### config.mk
export PLATFORM = sky130hd
export DESIGN_NAME = adaptive_threshold_sequencer
export DESIGN_NICKNAME = d
export VERILOG_FILES = /design/src/rtl/atseq_pkg.sv /design/src/rtl/adaptive_threshold_sequencer_bin_compare.sv /design/src/rtl/adaptive_threshold_sequencer.sv
export SDC_FILE = /design/constraint.sdc
export NUM_CORES = 1
export LEC_CHECK = 0
export BUFFER_PORTS_ARGS = -buffer_cell sky130_fd_sc_hd__buf_2
export CORE_ASPECT_RATIO = 0.5
export CORE_MARGIN = 5
export CORE_UTILIZATION = 45
export DETAILED_ROUTE_END_ITERATION = 10
export GPL_ROUTABILITY_DRIVEN = 0
export PLACE_DENSITY = 0.75
export SLEW_MARGIN = 40
export SYNTH_ARGS = -nofsm -noshare
export SYNTH_HDL_FRONTEND = slang
export SYNTH_SLANG_ARGS = --single-unit
### constraint.sdc
create_clock -name clock -period 3.5 [get_ports clock]
set_clock_uncertainty 0.2 [all_clocks]
set_input_delay 0.175 -clock clock [delete_from_list [all_inputs] [get_ports clock]]
set_output_delay 0.175 -clock clock [all_outputs]
set_load 0.02 [all_outputs]
### src/rtl/atseq_pkg.sv
// Shared definitions for the adaptive threshold sequencer: FSM state encoding and binary output levels.
// Latency: n/a (types and constants only).
// Backpressure: n/a.
package atseq_pkg;

  localparam int PHASE_W = 3;

  // Encoding is visible on oPhase, so the values are fixed.
  typedef enum logic [PHASE_W-1:0] {
    IDLE   = 3'd0,
    FRST   = 3'd1,
    FILTER = 3'd2,
    THRESH = 3'd3,
    DONE   = 3'd4
  } state_t;

  localparam logic [7:0] BIN_HI = 8'hFF;
  localparam logic [7:0] BIN_LO = 8'h00;

endpackage

### src/rtl/adaptive_threshold_sequencer_bin_compare.sv
// Combinational binarisation of one pixel against (local mean - offset).
// Latency: 0 cycles (pure combinational; the parent registers the result).
// Backpressure: none.
//   pixel  in  8  source image pixel
//   mean   in  8  local 3x3 mean at the same position
//   offset in  8  threshold offset C
//   result out 8  BIN_HI when pixel > mean - offset, else BIN_LO
module bin_compare
  import atseq_pkg::*;
(
  input  logic [7:0] pixel,
  input  logic [7:0] mean,
  input  logic [7:0] offset,
  output logic [7:0] result
);

  // 10-bit signed arithmetic: mean - offset may go negative, in which case
  // every pixel lies above the threshold.
  logic signed [9:0] pixel_s;
  logic signed [9:0] thresh_s;

  assign pixel_s  = $signed({2'b00, pixel});
  assign thresh_s = $signed({2'b00, mean}) - $signed({2'b00, offset});
  assign result   = (pixel_s > thresh_s) ? BIN_HI : BIN_LO;

endmodule

### src/rtl/adaptive_threshold_sequencer.sv
// Run controller: resets/launches the box-filter engine, then runs a one-pixel-per-cycle threshold pass.
// Latency: threshold result written 1 cycle after its read address; pass is WIDTH*HEIGHT cycles + 1 drain.
// Backpressure: none; memories are async-read and always accept writes, iStart is ignored while busy.
//   clock/reset            clock, synchronous active-low reset
//   iStart/iOffset         run request and threshold offset (sampled in IDLE/DONE)
//   oBusy/oDone/oError     run status; oError is sticky for a filter timeout in the last run
//   oPhase                 current FSM state
//   oFilterReset           held high except while the filter engine runs
//   iFilterFinished/Col/Row filter engine status and image address
//   oImageCol/Row, iImageData  image memory read port (muxed filter engine / threshold pass)
//   oMeanCol/Row, iMeanData    mean memory read port
//   oBinCol/Row/Data/Wren      binary image write port
// Build option: ATSEQ_AUTO_RESTART_EN restarts a new frame from DONE unless the last run timed out.
module adaptive_threshold_sequencer
  import atseq_pkg::*;
#(
  parameter int WIDTH_BITS     = 7,
  parameter int HEIGHT_BITS    = 7,
  parameter int FILTER_TIMEOUT = 10 * (2**WIDTH_BITS) * (2**HEIGHT_BITS) + 16
) (
  input  logic                   clock,
  input  logic                   reset,
  input  logic                   iStart,
  input  logic [7:0]             iOffset,
  output logic                   oBusy,
  output logic                   oDone,
  output logic                   oError,
  output logic [2:0]             oPhase,
  output logic                   oFilterReset,
  input  logic                   iFilterFinished,
  input  logic [WIDTH_BITS-1:0]  iFilterCol,
  input  logic [HEIGHT_BITS-1:0] iFilterRow,
  output logic [WIDTH_BITS-1:0]  oImageCol,
  output logic [HEIGHT_BITS-1:0] oImageRow,
  input  logic [7:0]             iImageData,
  output logic [WIDTH_BITS-1:0]  oMeanCol,
  output logic [HEIGHT_BITS-1:0] oMeanRow,
  input  logic [7:0]             iMeanData,
  output logic [WIDTH_BITS-1:0]  oBinCol,
  output logic [HEIGHT_BITS-1:0] oBinRow,
  output logic [7:0]             oBinData,
  output logic                   oBinWren
);

  localparam int POS_W   = WIDTH_BITS + HEIGHT_BITS;
  localparam int TIMER_W = $clog2(FILTER_TIMEOUT + 1);
  localparam logic [TIMER_W-1:0] TIMEOUT_LAST = TIMER_W'(FILTER_TIMEOUT - 1);

`ifdef ATSEQ_AUTO_RESTART_EN
  localparam bit AUTO_RESTART = 1'b1;
`else
  localparam bit AUTO_RESTART = 1'b0;
`endif

  state_t             state;
  logic [POS_W-1:0]   pos;
  logic [TIMER_W-1:0] timer;
  logic [7:0]         offset_q;
  logic [7:0]         cmp_result;

  logic [WIDTH_BITS-1:0]  pos_col;
  logic [HEIGHT_BITS-1:0] pos_row;

  // pos scans row-major: column is the low field.
  assign pos_col = pos[WIDTH_BITS-1:0];
  assign pos_row = pos[POS_W-1:WIDTH_BITS];

  // The filter engine owns the image read port only while it is running.
  assign oImageCol = (state == FILTER) ? iFilterCol : pos_col;
  assign oImageRow = (state == FILTER) ? iFilterRow : pos_row;
  assign oMeanCol  = pos_col;
  assign oMeanRow  = pos_row;
  assign oPhase    = state;

  bin_compare u_bin_compare (
    .pixel  (iImageData),
    .mean   (iMeanData),
    .offset (offset_q),
    .result (cmp_result)
  );

  always_ff @(posedge clock) begin
    if (!reset) begin
      state        <= IDLE;
      pos          <= '0;
      timer        <= '0;
      offset_q     <= '0;
      oBusy        <= 1'b0;
      oDone        <= 1'b0;
      oError       <= 1'b0;
      oFilterReset <= 1'b1;
      oBinWren     <= 1'b0;
      oBinData     <= BIN_LO;
      oBinCol      <= '0;
      oBinRow      <= '0;
    end else begin
      oDone    <= 1'b0;
      oBinWren <= 1'b0;
      case (state)
        IDLE: begin
          if (iStart) begin
            state    <= FRST;
            oBusy    <= 1'b1;
            oError   <= 1'b0;
            offset_q <= iOffset;
          end
        end
        FRST: begin
          state        <= FILTER;
          timer        <= '0;
          oFilterReset <= 1'b0;
        end
        FILTER: begin
          if (timer != '1) timer <= timer + TIMER_W'(1);
          // Timeout wins over a simultaneous finish.
          if (timer == TIMEOUT_LAST) begin
            state        <= DONE;
            oError       <= 1'b1;
            oDone        <= 1'b1;
            oBusy        <= 1'b0;
            oFilterReset <= 1'b1;
          end else if (iFilterFinished) begin
            state        <= THRESH;
            pos          <= '0;
            oFilterReset <= 1'b1;
          end
        end
        THRESH: begin
          // Register the compare for the address presented this cycle.
          oBinWren <= 1'b1;
          oBinCol  <= pos_col;
          oBinRow  <= pos_row;
          oBinData <= cmp_result;
          if (pos == '1) begin
            state <= DONE;
            oDone <= 1'b1;
            oBusy <= 1'b0;
          end else begin
            pos <= pos + POS_W'(1);
          end
        end
        DONE: begin
          if (iStart || (AUTO_RESTART && !oError)) begin
            state    <= FRST;
            oBusy    <= 1'b1;
            oError   <= 1'b0;
            offset_q <= iOffset;
          end
        end
        default: begin
          state        <= IDLE;
          oBusy        <= 1'b0;
          oFilterReset <= 1'b1;
        end
      endcase
    end
  end

endmodule

==> out/qor.log, run 1 <==
INFO  final_layout   area_growth=24.7%
INFO  yosys          synth.net_count=548
INFO  setup_path     crit_chain=inv_1, ha_1, nor2b_1, o21a_1, o21ai_0, a21oi_1, a2111oi_0, ha_1, a21oi_1, o21ai_0, a21oi_1, o31ai_1
INFO  pwr            worst_ir_drop_vdd=0.000258V
INFO  setup_path     critPathRequiredTime=3.51ns
INFO  yosys          synthArstFlopShare=0%
INFO  setup_path     path_class=reg -> reg
INFO  final_layout   antennaDiodeCount=0
INFO  setup_path     cpLargestDelayFamily=compound AO/OA/AOI/OAI gates
INFO  floorplanning  dieHeight=74.4um
INFO  floorplanning  die_area=10300um2
INFO  yosys          ys_seq_area_share=33.8%
INFO  yosys          synth-edff-count=0
INFO  yosys          post_synth_inst_count=487
INFO  setup_path     worst_r2r_endpoint=oBinData[6]
INFO  global_routing grt_start_max_net_pins=32
INFO  setup_path     timing.reg2reg.setup_slack=0.67ns
INFO  final_layout   postLayoutCoreUtil=57.8%
INFO  drt            detail_route.iter0.violations=194
INFO  setup_path     cp_slowest_cell=a2111oi_0
INFO  sta            fin_ws=0.667ns
INFO  cts            clock_tree.root_cell=clkbuf_16
INFO  global_routing grt_util_met1=25.2%
INFO  yosys          synth_area_per_cell=7.67um2
INFO  pwr            powerDensity=449nW/um2
INFO  global_routing busiest_layer_in_global_routing=met2
INFO  setup_path     timing.reg2reg.worst_path_depth=12
INFO  floorplanning  fp.dieW=139um
INFO  setup_path     worstSetupEndpointType=flip-flop
INFO  sta            hold_violations=0
INFO  min_path       timing.hold.worst_endpoint=oFilterReset
INFO  drt            route.detailed.drc=0
INFO  placed_design  io_buffer_count=99
INFO  sta            unrepaired_setup_endpoints_after_global_routing=false
INFO  drt            detailedRoute.firstPassIterationCount=5
INFO  yosys          synth.yosys.warnings=0
INFO  setup_path     crit_start=offset_q[1]
INFO  cts            worstSkewPairLatency=0.33ns
INFO  cts            numClockSinks=63
INFO  sta            min_period=2.83ns
INFO  setup_path     worst_setup_path_start_kind=flip-flop
INFO  cts            tritoncts=done
INFO  sta            maxSlewHeadroom=53.6%
INFO  setup_path     worst_path_maximum_fanout=3
INFO  min_path       timing.hold.worst_path_depth=3
INFO  sta            worst_slew_pin_slew=0.695ns
INFO  drt            avgViaCountPerCell=5.36
INFO  cts            cts-buffers-inserted=9
INFO  setup_path     arrival=2.84ns
INFO  drt            num_vias=3741
INFO  min_path       hold_start=iFilterFinished
INFO  drt            drt-total-wl=10000um
INFO  drt            drt.antenna.violating_nets=0
INFO  min_path       min_path_type=in -> reg
INFO  yosys          synth.distinct_cells=59
INFO  final_layout   final_nets=642
INFO  pwr            total_leakage_power=1.97nW
INFO  drt            wl_per_cell=14.3um
INFO  floorplanning  placeableCoreArea=8060um2
INFO  flow_run       drv.max_cap_violation_count=0
INFO  setup_path     crit_top_cell=a21oi_1
INFO  setup_path     max_stage_delay=0.40ns
INFO  sta            tcrit_tclk_final=80.9%
INFO  floorplanning  floorplan.initialDensity=46.4%
INFO  yosys          synth_seq_cells=63
INFO  sta            setup_tns=0ns
INFO  yosys          postSynth.topFlopCell=dfxtp_1
INFO  outcome        run_status=finished clean
INFO  global_routing grt.total_usage=19.7%
INFO  sta            report.final.slew_viol_count=0
INFO  global_routing gr-usage-met2=32.5%
INFO  setup_path     timing.rr.start=offset_q[1]
INFO  placed_design  dp_hpwl=7210um
INFO  sta            max_clock_freq=353MHz
INFO  floorplanning  num_rows=23
INFO  global_routing grt_pass1_wl=16500um
INFO  cts            h-tree-depth=3
INFO  placed_design  pre_cts_slack=0.666ns
INFO  cts            postCtsResizedCells=0
INFO  sta            report.final.setup_viol=0
INFO  floorplanning  io_pins=100
INFO  cts            clk_path_buf_depth=2
INFO  global_routing grt_remaining_overflow=0
INFO  global_routing grt_pass1_vias=3373
INFO  global_routing met3_use_gr=6.94%
INFO  final_layout   final_layout_size_suffix_gt1_share=22.7%
INFO  setup_path     cp_num_buf_inv=1
INFO  cts            clk_transition_reported_paths=0.06ns
INFO  global_routing antenna_violations_before_repair=0
INFO  yosys          netlist_area=3740um2
sequential cells by signal, summed over array words and instances, names as in the netlist:
name and cells:
oBinWren 1, offset_q 8, oError 1, oPhase 3, oBinCol 7, oDone 1, oBusy 1, oBinRow 7
oFilterReset 1, timer 18, pos 14, oBinData 1
stage by stage:
step / hold WS (ns) / std cells / total power, W / instance area [um2]
floorplan: 0.111 / 487 / 0.00103 / 3740
global placement: 0.220 / 673 / 0.00112 / 4240
detailed placement: 0.229 / 673 / 0.00112 / 4240
CTS: 0.0276 / 698 / 0.00211 / 4660
global route: 0.0634 / 698 / 0.00220 / 4660
finish: 0.0376 / 698 / 0.00209 / 4660
worst reg2reg max path: stages (launching register included):
cell and delay, ns:
dfxtp_1 0.32, inv_1 0.07, ha_1 0.26, nor2b_1 0.13
o21a_1 0.17, o21ai_0 0.27, a21oi_1 0.11, a2111oi_0 0.40
ha_1 0.32, a21oi_1 0.15, o21ai_0 0.10, a21oi_1 0.14
o31ai_1 0.09
routing by layer:
metal / vias to the layer above / share of wire, %
li1: 1888 / -
met1: 1723 / 45
met2: 123 / 47
met3: 7 / 7.3
met4: 0 / 0.73
met5: - / 0
final cells by class:
type | instances | area (um2)
clock buffers | 13 | 260
clock inverters | 3 | 65.1
fillers | 755 | 3400
inverters | 22 | 82.6
multi-input cells | 373 | 2230
flip-flops and latches | 63 | 1260
well taps | 112 | 140
repair buffers | 112 | 616
cells by family after synthesis:
group / Yosys count / synth area share, %
AO/OA/AOI/OAI: 95 / 16.9
XOR/XNOR: 20 / 4.69
adder cells (fa/ha/maj): 19 / 6.56
buffers and inverters: 51 / 6.43
flip-flops: 63 / 33.8
multiplexers: 4 / 1.07
AND/OR/NAND/NOR: 235 / 30.5
Yosys cell counts (all sizes together), types with 4 or more instances:
| cell type | instances | area share (%) |
|---|---|---|
| or3 | 7 | 1.2 |
| a2111oi | 5 | 1.7 |
| nand3 | 14 | 1.9 |
| a211oi | 7 | 1.7 |
| a21oi | 43 | 5.8 |
| ha | 18 | 6.0 |
| clkbuf | 14 | 1.4 |
| or2 | 6 | 1.1 |
| and4 | 5 | 1.2 |
| mux2i | 4 | 1.1 |
| inv | 22 | 2.2 |
| dfxtp | 63 | 34 |
| nand2 | 112 | 11 |
| o31ai | 8 | 2.0 |
| xor2 | 4 | 0.94 |
| xnor2 | 16 | 3.8 |
| nand4 | 10 | 1.7 |
| nor3 | 8 | 1.1 |
| nand2b | 6 | 1.0 |
| nor2 | 39 | 4.4 |
| or4 | 7 | 1.4 |
| buf | 15 | 2.8 |
| nor4 | 5 | 0.84 |
| o21ai | 14 | 2.0 |
repair_timing:
| action | 4_1_cts | 5_1_grt |
|---|---|---|
| setup buffers | 0 | 0 |
| hold buffers | 9 | 0 |
| endpoints found under the hold margin | 9 | 0 |
power by group:
| part | internal (W) | switching (W) |
|---|---|---|
| Clock | 0.000661 | 0.000314 |
| Combinational | 0.000140 | 0.000220 |
| Sequential | 0.000737 | 0.0000203 |
layout by cell type, fill, tap and decap left out, types with 5 or more instances in the layout:
cell type,instances
nand2_1,112
buf_2,99
dfxtp_1,63
a21oi_1,43
nor2_1,38
inv_1,21
ha_1,18
xnor2_1,16
nand3_1,14
o21ai_0,10
nand4_1,10
clkbuf_16,9
dlygate4sd3_1,9
nor3_1,8
or3_1,7
o31ai_1,7
or4_1,7
nand2b_1,6
nor4_1,5
and4_1,5
a211oi_1,5
worst max-delay path by stage:
stage                   to  depth (start not counted)
5_1_grt        oBinData[6]                         13
3_5_place_dp   oBinData[6]                         12
4_1_cts        oBinData[6]                         12
6_report       oBinData[6]                         12
3_3_place_gp   oBinData[6]                         12
2_1_floorplan  oBinData[6]                         12
No activity file was read; power rests on OpenSTA's default activity.
==> run 2: changes to the inputs <==
--- a/config.mk
+++ b/config.mk
@@ -11,7 +11,7 @@
 export CORE_UTILIZATION = 45
 export DETAILED_ROUTE_END_ITERATION = 10
 export GPL_ROUTABILITY_DRIVEN = 0
-export PLACE_DENSITY = 0.75
+export PLACE_DENSITY = 0.78
 export SLEW_MARGIN = 40
 export SYNTH_ARGS = -nofsm -noshare
 export SYNTH_HDL_FRONTEND = slang
==> constraint.sdc (replaced) <==
create_clock -name clock -period 2.4 [get_ports clock]
set_clock_uncertainty 0.2 [all_clocks]
set_input_delay 0.12 -clock clock [delete_from_list [all_inputs] [get_ports clock]]
set_output_delay 0.12 -clock clock [all_outputs]
set_load 0.02 [all_outputs]
==> run 2 against run 1 <==
The run now ends with negative setup slack left. Power up 47%. Design area up 5.3%. Die area unchanged. Routed wire length up 4.3%. Clock-buffer cell count unchanged. Sequential share of layout area down 1.3 points. Sequential cell count unchanged.
==> out/qor.log, run 2 (synthesis gave the netlist of run 1 again) <==
INFO  outcome        run_status=complete, but fails checks
INFO  outcome        violations=negative setup slack
INFO  final_layout   most_common_cell_after_layout_fill_and_taps_aside=nand2_1
INFO  drt            route.detailed.drc=0 [unchanged]
INFO  setup_path     timing.reg2reg.worst_path_depth=12 [unchanged]
INFO  final_layout   fin_cells=724 [+3.7%]
INFO  global_routing grt_remaining_overflow=0 [unchanged]
INFO  floorplanning  die_area=10300um2 [unchanged]
INFO  pwr            combPwrFrac=20.3% [+3.1 points]
INFO  cts            numClockSinks=63 [unchanged]
INFO  global_routing grt_pass1_wl=17000um [+3.1%]
INFO  pwr            internal_power=0.00222W [+45%]
INFO  final_layout   final_cell_area=4910um2 [+5.3%]
INFO  final_layout   layout.cells.most_common_list=nand2_1, buf_2, dfxtp_1
INFO  pwr            total_leakage_power=2.10nW [+7.0%]
INFO  sta            max_clock_freq=394MHz [+12%]
INFO  drt            drt-total-wl=10400um [+4.3%]
INFO  setup_path     cp_num_buf_inv=1 [unchanged]
INFO  setup_path     path_class=reg -> reg
INFO  global_routing busiest_layer_in_global_routing=met2
INFO  placed_design  place_inst=694 [+3.1%]
INFO  global_routing grt.total_usage=20.3% [+0.61 points]
INFO  final_layout   max_flop_register=timer
INFO  setup_path     arrival=2.55ns [-0.29 ns]
INFO  cts            worstSkewPairLatency=0.33ns [about the same]
INFO  sta            maxSlewHeadroom=66.8% [+13 points]
INFO  final_layout   final_layout_size_suffix_gt1_share=27.9% [+5.2 points]
INFO  cts            h-tree-depth=3 [unchanged]
INFO  pwr            power.share.clock=43.8% [-2.8 points]
INFO  final_layout   largest_registers=timer: 18 flops, pos: 14 flops, offset_q: 8 flops
INFO  floorplanning  placeableCoreArea=8060um2 [unchanged]
INFO  drt            detail_route.iter0.violations=244 [+26%]
INFO  setup_path     critPathRequiredTime=2.41ns [-1.10 ns]
INFO  global_routing grt_util_met1=25.4% [+0.18 points]
INFO  floorplanning  num_rows=23 [unchanged]
INFO  floorplanning  dieHeight=74.4um [unchanged]
INFO  sta            worst_slew_pin_slew=0.494ns [-0.201 ns]
INFO  sta            unrepaired_setup_endpoints_after_global_routing=true
INFO  sta            report.final.slew_viol_count=0 [unchanged]
INFO  floorplanning  floorplan.initialDensity=46.4% [unchanged]
INFO  min_path       min_path_type=in -> reg
INFO  placed_design  dp_hpwl=7600um [+5.5%]
INFO  setup_path     worstSetupEndpointType=flip-flop
INFO  final_layout   final_nets=668 [+4.0%]
INFO  drt            avgViaCountPerCell=5.29 [-1.4%]
INFO  floorplanning  fp.dieW=139um [unchanged]
INFO  pwr            power.switching_fraction=27.6% [+1.1 points]
INFO  sta            setup_tns=-0.140ns [-0.140 ns]
INFO  pwr            worst_ir_drop_vdd=0.000350V [+36%]
INFO  global_routing antenna_violations_before_repair=0 [unchanged]
INFO  global_routing gr-usage-met2=35.6% [+3.1 points]
INFO  setup_path     worst_path_maximum_fanout=3 [unchanged]
INFO  min_path       hold_start=iMeanData[7]
INFO  global_routing met3_use_gr=6.17% [-0.77 points]
INFO  floorplanning  io_pins=100 [unchanged]
INFO  placed_design  placedInstanceArea=4410um2 [+3.9%]
INFO  pwr            power.sequential.fraction=35.8% [-0.4 points]
INFO  global_routing grt_pass1_vias=3528 [+4.6%]
INFO  setup_path     max_stage_delay=0.33ns [-0.07 ns]
INFO  min_path       timing.hold.worst_endpoint=oBinData[6]
INFO  pwr            powerDensity=625nW/um2 [+39%]
INFO  setup_path     cp_slowest_cell=dfxtp_2
INFO  setup_path     timing.reg2reg.setup_slack=-0.14ns [-0.81 ns]
INFO  setup_path     timing.rr.start=offset_q[1]
INFO  drt            detailedRoute.firstPassIterationCount=5 [unchanged]
INFO  placed_design  io_buffer_count=99 [unchanged]
INFO  sta            report.final.setup_viol=1 [+1]
INFO  min_path       timing.hold.worst_path_depth=5 [+2]
INFO  setup_path     worst_r2r_endpoint=oBinData[6]
INFO  final_layout   area_growth=31.3%
INFO  cts            clk_path_buf_depth=2 [unchanged]
INFO  cts            tritoncts=done
INFO  setup_path     crit_chain=inv_2, ha_4, nor2b_1, o21a_1, o21ai_2, nor4b_4, a2111oi_2, ha_1, a21oi_2, o21ai_1, a21oi_1, o31ai_1
INFO  final_layout   antennaDiodeCount=0 [unchanged]
INFO  sta            tcrit_tclk_final=106% [+25 points]
INFO  setup_path     worst_setup_path_start_kind=flip-flop
INFO  drt            drt.antenna.violating_nets=0 [unchanged]
INFO  sta            fin_ws=-0.140ns [-0.807 ns]
INFO  global_routing grt_start_max_net_pins=29 [-9.4%]
INFO  drt            wl_per_cell=14.4um [+0.59%]
INFO  sta            hold_violations=0 [unchanged]
INFO  cts            cts-buffers-inserted=9 [unchanged]
INFO  cts            clk_transition_reported_paths=0.05ns [about the same]
INFO  final_layout   flip_flop_count_of_the_largest_register_after_layout=18 [unchanged]
INFO  sta            finalHoldWorstSlack=0.139ns [+0.101 ns]
INFO  drt            num_vias=3827 [+2.3%]
INFO  flow_run       drv.max_cap_violation_count=0 [unchanged]
INFO  cts            clock_tree.root_cell=clkbuf_16
INFO  pwr            power_switching=0.000845W [+52%]
INFO  setup_path     cpLargestDelayFamily=compound AO/OA/AOI/OAI gates
INFO  sta            min_period=2.54ns [-0.293 ns]
run 2: cell count changes in the layout (fill, tap and decap cells not counted), moves of 2 or more:
cell / before / now
a21oi_1: 43 / 40
dlygate4sd3_1: 9 / 11
dfxtp_1: 63 / 61
buf_4: 4 / 28
o21ai_1: 3 / 5
a21oi_2: 0 / 3
o21ai_0: 10 / 6
o21ai_2: 1 / 3
ha_1: 18 / 16
dfxtp_2: 0 / 2
run 2: stage by stage:
step / utilization [%] / setup WS [ns] / power (W)
global route: 60.9 / -0.244 / 0.00321
finish: 60.9 / -0.140 / 0.00307
global placement: 54.7 / -0.122 / 0.00167
CTS: 60.7 / -0.0648 / 0.00307
detailed placement: 54.7 / -0.179 / 0.00168
floorplan: - / 0.00488 / 0.00151
run 2: how the worst max path moves through the flow:
stage / startpoint / end / slack [ns] / cells past startpoint
floorplan: offset_q[1] / oBinData[6] / 0.005 / 12
global placement: offset_q[1] / oBinData[6] / -0.12 / 12
detailed placement: offset_q[0] / oBinData[6] / -0.18 / 13
CTS: offset_q[0] / oBinData[6] / -0.06 / 13
global route: offset_q[1] / oBinData[6] / -0.24 / 12
finish: offset_q[1] / oBinData[6] / -0.14 / 12
run 2: cell type report:
cell class | count | area, um2
fill | 717 | 3150
clock inverter | 3 | 40.0
multi-input combinational | 373 | 2290
inverter | 22 | 82.6
timing repair buffer | 138 | 816
tap | 112 | 140
sequential | 63 | 1260
clock buffer | 13 | 270
run 2: per-layer routing:
| layer | share of wire (%) | routed length (um) |
|---|---|---|
| met5 | 0 | 0 |
| met4 | 0.81 | 84 |
| met3 | 5.1 | 533 |
| met2 | 50 | 5200 |
| met1 | 44 | 4610 |
run 2: power by group through the flow:
stage / sequential, W / clock, W / combinational, W
6_report: 0.00110 / 0.00134 / 0.000624
5_1_grt: 0.00110 / 0.00142 / 0.000690
4_1_cts: 0.00110 / 0.00137 / 0.000609
3_5_place_dp: 0.00112 / 0 / 0.000565
3_3_place_gp: 0.00112 / 0 / 0.000551
2_1_floorplan: 0.00113 / 0 / 0.000379
run 2: timing repair:
action | CTS | global route
buffers inserted | 2 | 1
pin swaps | 6 | 3
hold buffers | 11 | 0
gates resized for setup | 10 | 2
endpoints found under the hold margin | 15 | 0
endpoints found under the setup margin | 1 | 3
run 2: worst register-to-register path, delay by kind of cell (launching register included):
kind	cells	cell delay, ns
AO/OA/AOI/OAI	7	1.01
adder cells (fa/ha/maj)	2	0.56
AND/OR/NAND/NOR	2	0.28
flip-flops	1	0.33
buffers and inverters	1	0.05
==> run 3: changes to the inputs <==
==> constraint.sdc (replaced) <==
create_clock -name clock -period 2.1 [get_ports clock]
set_clock_uncertainty 0.2 [all_clocks]
set_input_delay 0.105 -clock clock [delete_from_list [all_inputs] [get_ports clock]]
set_output_delay 0.105 -clock clock [all_outputs]
set_load 0.02 [all_outputs]
==> run 3 against run 2 <==
The flow still finishes with violations (negative setup slack). Global-route usage increased by 0.77 points. Via count rose by 5.5%. Sequential power increased by 14%. Combinational power up 24%. Clock-buffer cell count shrank 1. Non-clock buffer count rose by 25. Register-to-register slack got worse by 0.29 ns. Critical path depth is 1 higher. Hold slack lost 0.011 ns. First-iteration DRC count increased by 13%. Power is 8.9% higher. Critical endpoint unchanged.
==> out/qor.log, run 3 (synthesis gave the netlist of run 1 again) <==
INFO  flow_run       drv.max_cap_violation_count=0 [unchanged]
INFO  sta            report.final.slew_viol_count=0 [unchanged]
INFO  placed_design  io_buffer_count=99 [unchanged]
INFO  floorplanning  die_area=10300um2 [unchanged]
INFO  pwr            powerDensity=651nW/um2 [+4.2%]
INFO  drt            detail_route.iter0.violations=276 [+13%]
INFO  final_layout   antennaDiodeCount=0 [unchanged]
INFO  final_layout   final_layout_size_suffix_gt1_share=30.8% [+2.8 points]
INFO  global_routing grt_pass1_wl=17600um [+3.3%]
INFO  sta            maxSlewHeadroom=66.5% [-0.29 points]
INFO  floorplanning  fp.dieW=139um [unchanged]
INFO  global_routing antenna_violations_before_repair=0 [unchanged]
INFO  setup_path     crit_chain=inv_2, ha_4, nor2b_1, o21a_1, o21ai_2, buf_4, nor4b_4, a2111oi_2, ha_1, a21oi_2, o21ai_1, a21oi_1, o31ai_1
INFO  final_layout   fillers=723 [+0.84%]
INFO  setup_path     path_class=reg -> reg
INFO  floorplanning  num_rows=23 [unchanged]
INFO  final_layout   final_nets=693 [+3.7%]
INFO  cts            clk_transition_reported_paths=0.06ns [about the same]
INFO  setup_path     cpLargestDelayFamily=compound AO/OA/AOI/OAI gates
INFO  global_routing grt_pass1_vias=3713 [+5.2%]
INFO  setup_path     arrival=2.55ns [about the same]
INFO  sta            worst_slew_pin_slew=0.501ns [+0.00685 ns]
INFO  cts            h-tree-depth=3 [unchanged]
INFO  drt            detailedRoute.firstPassIterationCount=5 [unchanged]
INFO  sta            hold_violations=0 [unchanged]
INFO  drt            wl_per_cell=15.0um [+3.9%]
INFO  global_routing grt.total_usage=21.1% [+0.77 points]
INFO  floorplanning  io_pins=100 [unchanged]
INFO  cts            cts-buffers-inserted=9 [unchanged]
INFO  global_routing grt_remaining_overflow=0 [unchanged]
INFO  cts            numClockSinks=63 [unchanged]
INFO  sta            tcrit_tclk_final=120% [+14 points]
INFO  drt            drt.antenna.violating_nets=0 [unchanged]
INFO  sta            setup_tns=-0.442ns [-0.302 ns]
INFO  drt            route.detailed.drc=0 [unchanged]
INFO  setup_path     crit_start=offset_q[1]
INFO  setup_path     timing.rr.start=offset_q[1]
INFO  sta            fin_ws=-0.427ns [-0.287 ns]
INFO  sta            report.final.setup_viol=2 [+1]
INFO  sta            unrepaired_setup_endpoints_after_global_routing=true
INFO  final_layout   most_common_cell_after_layout_fill_and_taps_aside=nand2_1
INFO  setup_path     timing.critical_path.to=oBinData[6]
INFO  setup_path     worst_path_maximum_fanout=2 [-1]
INFO  drt            num_vias=4038 [+5.5%]
INFO  outcome        run_status=complete, but fails checks
INFO  global_routing grt_start_max_net_pins=27 [-6.9%]
INFO  setup_path     max_stage_delay=0.33ns [about the same]
INFO  final_layout   flip_flop_count_of_the_largest_register_after_layout=18 [unchanged]
INFO  sta            min_period=2.53ns [-0.0133 ns]
INFO  setup_path     cp_num_buf_inv=2 [+1]
INFO  final_layout   area_growth=37.2%
INFO  sta            finalHoldWorstSlack=0.128ns [-0.0110 ns]
INFO  cts            clock_tree.root_cell=clkbuf_16
INFO  pwr            worst_ir_drop_vdd=0.000416V [+19%]
INFO  cts            worstSkewPairLatency=0.34ns [about the same]
INFO  min_path       min_path_type=in -> reg
INFO  setup_path     worstSetupEndpointType=flip-flop
INFO  final_layout   largest_registers=timer: 18 flops, pos: 14 flops, offset_q: 8 flops
INFO  floorplanning  placeableCoreArea=8060um2 [unchanged]
INFO  final_layout   layout.cells.most_common_list=nand2_1, buf_2, dfxtp_1
INFO  final_layout   max_flop_register=timer
INFO  outcome        violations=negative setup slack
INFO  sta            max_clock_freq=396MHz [+0.52%]
INFO  floorplanning  dieHeight=74.4um [unchanged]
INFO  setup_path     timing.reg2reg.worst_path_depth=13 [+1]
INFO  setup_path     worst_setup_path_start_kind=flip-flop
INFO  setup_path     worst_r2r_endpoint=oBinData[6]
INFO  placed_design  dp_hpwl=8050um [+5.9%]
INFO  setup_path     timing.reg2reg.setup_slack=-0.43ns [-0.29 ns]
INFO  drt            avgViaCountPerCell=5.39 [+2.0%]
INFO  cts            clk_path_buf_depth=2 [unchanged]
INFO  setup_path     critPathRequiredTime=2.12ns [-0.29 ns]
INFO  cts            tritoncts=done
INFO  pwr            total_leakage_power=2.20nW [+4.6%]
INFO  drt            drt-total-wl=11200um [+7.5%]
INFO  placed_design  pre_cts_slack=-0.506ns [-0.327 ns]
INFO  setup_path     timing.critical_path.depth=13 [+1]
INFO  setup_path     cp_slowest_cell=dfxtp_2
INFO  floorplanning  floorplan.initialDensity=46.4% [unchanged]
==> run 3: cell type report <==
| type | instances | area, um2 | share of cell area (%) |
|---|---|---|---|
| timing repair buffer | 163 | 1020 | 20.0 |
| inverter | 22 | 82.6 | 1.61 |
| multi-input combinational | 373 | 2360 | 46.0 |
| clock inverter | 4 | 22.5 | 0.439 |
| sequential | 63 | 1260 | 24.7 |
| clock buffer | 12 | 236 | 4.61 |
| tap | 112 | 140 | 2.73 |
==> run 3: power breakdown <==
group          internal, W  switching (W)  total, W
logic             0.000329       0.000443  0.000772
registers          0.00123      0.0000234   0.00125
clock network     0.000791       0.000522   0.00131
total              0.00235       0.000989   0.00334
==> run 3: worst min-delay path by stage <==
stage | from | end | cells past startpoint
final | iImageData[7] | oBinData[6] | 6
after CTS | iMeanData[7] | oBinData[6] | 5
after detailed placement | iOffset[4] | offset_q[4] | 3
after global placement | iOffset[4] | offset_q[4] | 3
after floorplan | iOffset[1] | offset_q[1] | 2
after global routing | iMeanData[7] | oBinData[6] | 5
==> run 3: worst reg2reg max path, delay by kind of cell, from the launching register on <==
kind / cells / cell delay [ns]
DFF: 1 / 0.33
and+or+nand+nor: 2 / 0.24
buffers and inverters: 2 / 0.19
AOI/OAI and AO/OA: 7 / 0.90
adders and majority gates: 2 / 0.56
==> run 3: routing by layer <==
layer | part of all wire, % | GRT usage (%) | vias to the layer above
li1 | - | - | 1982
met1 | 43 | 26.2 | 1899
met2 | 49 | 35.7 | 140
met3 | 6.2 | 7.00 | 17
met4 | 1.6 | 6.29 | 0
met5 | 0 | 0 | -
==> run 3: timing repair <==
item	4_1_cts	5_1_grt
resized for setup	6	13
hold buffers	11	0
cloned	0	0
setup buffers	3	3
setup endpoints to repair	13	30
endpoints found under the hold margin	16	0
pin swaps	10	2
==> run 3: through the flow <==
step	total power [W]	std cells	cell area (um2)	utilization [%]
floorplan	0.00173	487	3770	-
global placement	0.00194	716	4610	57.2
detailed placement	0.00196	716	4610	57.2
CTS	0.00332	746	5030	62.4
global route	0.00350	749	5130	63.6
finish	0.00334	749	5130	63.6
